--- src/rtl/cv32e40p_tmr_fault_ctrl.sv ---
// Purpose : recovery/alarm controller fed by the TMR voters' faulty flags.
//           It resyncs the replicas, watches a fault-free window afterwards, and
//           raises a sticky alarm once the retries for one episode are used up.
// Latency : a fault event in cycle N shows on resync_o or alarm_o in cycle N+1.
//           resync_o, stall_o and alarm_o are decoded from the state register only.
// Backpr. : none. stall_o holds the pipeline while recovering or alarmed.
//           fault_i is ignored in RECOVER and ALARM.
//
// Ports   : clk, rst_n (async, active-low)
//           fault_i[N_VOTERS]  per-voter faulty flag
//           clear_i            clears the alarm; only acted on in ALARM
//           resync_o, stall_o, alarm_o
//           retry_cnt_o[4]     recoveries in the current fault episode
//           fault_cnt_o        saturating count of all fault events
//           fault_mask_o       sticky OR of the voters that faulted
// Option  : TMR_FAULT_LOG_EN enables the fault_mask_o logging flops.
//           Without it, fault_mask_o is tied to 0.
module cv32e40p_tmr_fault_ctrl #(
    parameter int N_VOTERS       = 4,
    parameter int RECOVER_CYCLES = 4,
    parameter int CHECK_CYCLES   = 8,
    parameter int MAX_RETRIES    = 2,
    parameter int CNT_WIDTH      = 16
) (
    input  logic                 clk,
    input  logic                 rst_n,
    input  logic [N_VOTERS-1:0]  fault_i,
    input  logic                 clear_i,
    output logic                 resync_o,
    output logic                 stall_o,
    output logic                 alarm_o,
    output logic [3:0]           retry_cnt_o,
    output logic [CNT_WIDTH-1:0] fault_cnt_o,
    output logic [N_VOTERS-1:0]  fault_mask_o
);

    typedef enum logic [1:0] {
        IDLE    = 2'd0,
        RECOVER = 2'd1,
        CHECK   = 2'd2,
        ALARM   = 2'd3
    } state_t;

    localparam logic [7:0] REC_LAST = 8'(RECOVER_CYCLES - 1);
    localparam logic [7:0] CHK_LAST = 8'(CHECK_CYCLES - 1);
    localparam logic [3:0] MAX_RTY  = 4'(MAX_RETRIES);

    state_t               state_q, state_d;
    logic [7:0]           timer_q, timer_d;
    logic [3:0]           retry_q, retry_d;
    logic [CNT_WIDTH-1:0] fault_cnt_q;
    logic                 fault_evt;

    // Only IDLE and CHECK observe the voters. In RECOVER the replicas are being
    // rewritten, and in ALARM the episode is already decided.
    assign fault_evt = (|fault_i) && ((state_q == IDLE) || (state_q == CHECK));

    always_comb begin
        state_d = state_q;
        timer_d = timer_q;
        retry_d = retry_q;
        case (state_q)
            IDLE, CHECK: begin
                if (fault_evt) begin
                    timer_d = '0;
                    if (retry_q < MAX_RTY) begin
                        retry_d = retry_q + 4'd1;
                        state_d = RECOVER;
                    end else begin
                        state_d = ALARM;
                    end
                end else if (state_q == CHECK) begin
                    if (timer_q == CHK_LAST) begin
                        timer_d = '0;
                        retry_d = '0;
                        state_d = IDLE;
                    end else begin
                        timer_d = timer_q + 8'd1;
                    end
                end
            end
            RECOVER: begin
                if (timer_q == REC_LAST) begin
                    timer_d = '0;
                    state_d = CHECK;
                end else begin
                    timer_d = timer_q + 8'd1;
                end
            end
            ALARM: begin
                if (clear_i) begin
                    retry_d = '0;
                    timer_d = '0;
                    state_d = IDLE;
                end
            end
            default: begin
                state_d = IDLE;
                timer_d = '0;
                retry_d = '0;
            end
        endcase
    end

    always_ff @(posedge clk or negedge rst_n) begin
        if (!rst_n) begin
            state_q <= IDLE;
            timer_q <= '0;
            retry_q <= '0;
        end else begin
            state_q <= state_d;
            timer_q <= timer_d;
            retry_q <= retry_d;
        end
    end

    // Total event count survives alarm clears; only reset zeroes it.
    always_ff @(posedge clk or negedge rst_n) begin
        if (!rst_n) begin
            fault_cnt_q <= '0;
        end else if (fault_evt && (fault_cnt_q != {CNT_WIDTH{1'b1}})) begin
            fault_cnt_q <= fault_cnt_q + 1'b1;
        end
    end

`ifdef TMR_FAULT_LOG_EN
    logic [N_VOTERS-1:0] mask_q;

    always_ff @(posedge clk or negedge rst_n) begin
        if (!rst_n) begin
            mask_q <= '0;
        end else if (fault_evt) begin
            mask_q <= mask_q | fault_i;
        end else if ((state_q == ALARM) && clear_i) begin
            mask_q <= '0;
        end
    end

    assign fault_mask_o = mask_q;
`else
    assign fault_mask_o = '0;
`endif

    assign resync_o    = (state_q == RECOVER);
    assign stall_o     = (state_q == RECOVER) || (state_q == ALARM);
    assign alarm_o     = (state_q == ALARM);
    assign retry_cnt_o = retry_q;
    assign fault_cnt_o = fault_cnt_q;

endmodule
--- config.mk ---
export PLATFORM = sky130hd
export DESIGN_NAME = cv32e40p_tmr_fault_ctrl
export DESIGN_NICKNAME = d
export VERILOG_FILES = /design/src/rtl/cv32e40p_tmr_fault_ctrl.sv
export SDC_FILE = /design/constraint.sdc
export NUM_CORES = 1
export LEC_CHECK = 0
export BUFFER_PORTS_ARGS = -buffer_cell sky130_fd_sc_hd__buf_4
export CORE_MARGIN = 10
export CORE_UTILIZATION = 35
export CTS_CLUSTER_SIZE = 25
export DETAILED_ROUTE_END_ITERATION = 6
export GPL_ROUTABILITY_DRIVEN = 0
export GPL_TIMING_DRIVEN = 0
export HOLD_SLACK_MARGIN = 0.1
export MAX_ROUTING_LAYER = met4
export SETUP_SLACK_MARGIN = 0.15
export SYNTH_ARGS = -nofsm -noshare
export SYNTH_HDL_FRONTEND = slang
export SYNTH_SLANG_ARGS = --single-unit
--- constraint.sdc ---
create_clock -name clk -period 2.7 [get_ports clk]
set_input_delay 0.54 -clock clk [delete_from_list [all_inputs] [get_ports clk]]
set_output_delay 0.54 -clock clk [all_outputs]
set_load 0.03 [all_outputs]
==> results.txt <==
The run finished with clean final reports. The pre-CTS setup slack is 0.433 ns. The routed layout has about 1,400 vias. The sequential share of power came out at 0.363. The total of hold buffers inserted after clock tree synthesis came out at 0. The final critical path time including I/O delays and setup is roughly 2.0 ns. The power per cell area is around 880 nW/um^2.

The summed instance area of the synthesized netlist is 1710 sq um. The row count is 25. The setup-violating endpoint count in the final report is 0. The count of buffers from port buffering is 29. The total overflow left after global routing is 0. Of the total power, combinational logic draws 0.454.

The H-tree depth reported by CTS is 2. Of the available clock period, the critical path in the final layout requires 0.730. In the final routed layout, each cell accounts on average for 13.8 um. The total area inside the core boundary comes to 4720 sq um. The number of flops mapped to enable cells by yosys came out at 0. The number of optimization iterations in the first detailed-route pass is 4. The per-cell via count in the routed design is 4.99. The switching share of power came out at 0.438. The violation count after the first detailed-route iteration is 56. The net total in the final layout is 222.

Entering global routing, the biggest net connects 31 pins. For this run, the number of Yosys warnings is 0. Yosys mapped the design onto 46 distinct sky130hd cell types. The number of top-level pins came out at 34. The leakage power came out at 0.933 nW. The kind of end point of the critical path is a register. The internal power of the cells totals 1.04 mW.

The antenna diode count is 0. The number of setup buffers added after CTS is 0. The overall power of the completed layout came out at 1.85 mW. The sequential-to-total area share from yosys stat is 0.440. The sum of negative setup slack is 0 ns. The post-synthesis register bit count came out at 30. The data arrival time at the worst-slack endpoint is 2.14 ns. The clock power share is 0.183. In this run the mean area of a mapped cell was 9.86 sq um. The total DRC errors in the routed layout is 0.

The number of instances in the synthesized netlist came out at 173. At the pin with the least slew margin, the transition time is a little over 0.8 ns. Setup repair after global routing left no endpoint under its margin. The delay of the slowest cell on the worst path came out at 0.73 ns. The element type at the critical path start is an input port. Traced cell by cell, the critical path runs through buf_4, nor4_1, o211ai_1, a21oi_1, o21ba_2.

The number of antenna violations at the first check in global routing came to 0. The maximum number of buffers from clock root to sink came out at 2. The setup path with the least slack is of type in -> reg. The number of global-route vias before repair is 1,376.

For this design, the slowest cell found on the critical path is nor4_1. In this run the power spent charging and discharging nets is ~0.8 mW. For this run, the share of the core covered by cells in the final layout is 0.444. The post-synthesis async set-or-reset flop share came out at 1.00. The required time at the endpoint of the critical path is about 2.9 ns. In the layout the commonest cells are buf_4, dfrtp_1, nand2_1. The number of max-slew violations in the final report came out at 0. Counting every sink on the clock net gives 30. Hold timing on the final database bottoms out at a slack of 0.180 ns. The global-route wire length before repair came out at 6680 um.

The worst vdd rail ir drop came out at between 500 and 600 uV. The cell sitting at the root of the clock tree is a clkbuf_8. In the global route stage, overall resource usage came out at 0.0996. In this run, CTS created clock tree buffers numbering 5. The number of filler instances in the final layout came out at 470. The die boundary width is 89.8 um. The clock network latency to the later pin of the worst-skew pair came out at ~0.28 ns.

The maximum fanout encountered on the critical timing path is 4. The effective utilization at floorplan came out at 0.361. The die outline height is approximately 90 um. Leaving out fill and tap cells, the most frequent cell in the layout is buf_4. In this run the tightest slew margin relative to its limit is 0.441. The number of violations of the max-capacitance limit is 0. The die footprint came out at 8060 sq um. After clock tree synthesis, the clock-pin slew on the worst setup and hold paths is 0.06 ns. TritonCTS built the clock tree. The synthesis-to-finish area growth is 23.0%. The slack of the critical path came out at 0.729 ns. The post-cts repair resize count is 0. The half-perimeter wire length after placement is 2810 um.

The final hold violation count came out at 0. The remaining antenna violation count is 0. The type of the most critical hold path is in -> async. The aggregate routed wire length came out at 3860 um. The fraction of final layout cells with drive strength greater than 1 came out at 0.255. The worst clock skew came out at 0.00466 ns.

The maximum clock frequency is 507 MHz. The primary flip-flop cell chosen by synthesis mapping is dfrtp_1.
power groups by stage:
stage,sequential [mW],combinational (mW),clock (mW)
3_3_place_gp,0.676,0.841,0
6_report,0.671,0.840,0.338
5_1_grt,0.692,0.920,0.372
4_1_cts,0.671,0.849,0.353
3_5_place_dp,0.675,0.847,0
2_1_floorplan,0.780,0.468,0
metrics by stage:
stage,instance area (sq um),cells
floorplan,1720,176
global placement,2020,272
detailed placement,2020,272
CTS,2100,279
global route,2100,279
finish,2100,279
path summary, 6_finish.rpt:
path                            depth (start not counted)  slack [ns]              end            start
worst max-delay path                                    5        0.73       state_q[1]       fault_i[1]
worst min-delay path                                    1        0.18       timer_q[6]            rst_n
worst max register to register                          5        0.76  fault_cnt_o[10]   fault_cnt_o[0]
worst min register to register                          1        0.50  fault_cnt_o[15]  fault_cnt_o[15]
max in group asynchronous                               1        2.24   retry_cnt_o[2]            rst_n
min in group clk                                        1        0.50  fault_cnt_o[15]  fault_cnt_o[15]
area by class of cell:
| cell class | instances | area, sq um | area share |
|---|---|---|---|
| Tap cell | 67 | 83.8 | 0.0400 |
| Clock inverter | 2 | 10.0 | 0.00477 |
| Multi-Input combinational cell | 129 | 861 | 0.411 |
| Sequential cell | 30 | 751 | 0.358 |
| Inverter | 4 | 15.0 | 0.00716 |
| Buffer | 13 | 90.1 | 0.0430 |
| Clock buffer | 5 | 68.8 | 0.0328 |
| Timing Repair Buffer | 29 | 218 | 0.104 |
state kept, by name, indices dropped and copies added, names as in the netlist:
name         flops
fault_cnt_o     16
retry_cnt_o      4
state_q          2
timer_q          8
cells in the mapped netlist, drive strengths merged (2+ instances only):
cell type / n / share of area
nand2b: 2 / 0.0073
nor3b: 2 / 0.0088
dfrtp: 30 / 0.44
o21ai: 5 / 0.015
and3: 4 / 0.015
clkbuf: 3 / 0.0066
nor2b: 2 / 0.0073
o211ai: 9 / 0.040
mux2i: 2 / 0.012
nor4: 8 / 0.029
xnor2: 6 / 0.031
nor3: 5 / 0.015
nand3b: 2 / 0.0088
buf: 10 / 0.046
o21bai: 2 / 0.0088
o31ai: 2 / 0.017
ha: 3 / 0.022
xor2: 8 / 0.041
nand4b: 2 / 0.010
inv: 4 / 0.0088
nand4: 6 / 0.022
a31oi: 2 / 0.0073
nand3: 7 / 0.021
nor2: 10 / 0.023
nand2: 16 / 0.037
a21oi: 7 / 0.021
worst max-delay path: cells and delay by family:
| kind | cells | cell delay [ns] |
|---|---|---|
| AOI/OAI and AO/OA | 3 | 0.75 |
| and+or+nand+nor | 1 | 0.73 |
| buffers and inverters | 1 | 0.11 |
logic make-up (layout without fill, tap and decap cells):
kind of cell | after synthesis | in the layout | synth area share
xor gates and xnor gates | 14 | 14 | 0.0719
and+or+nand+nor | 71 | 71 | 0.230
AOI/OAI and AO/OA | 34 | 34 | 0.153
other | 1 | 4 | 0.00220
adders and majority gates | 3 | 3 | 0.0220
DFF | 30 | 30 | 0.440
muxes | 3 | 3 | 0.0183
buffers and inverters | 17 | 53 | 0.0616
routing by layer:
metal	vias up	wire length, um	share of wire	GRT usage
li1	698	-	-	-
met1	652	2010	0.52	0.135
met2	37	1630	0.42	0.138
met3	6	177	0.046	0.0283
met4	0	48	0.012	0.0323
met5	-	0	0	-
Power figures use the tool's default switching activity.
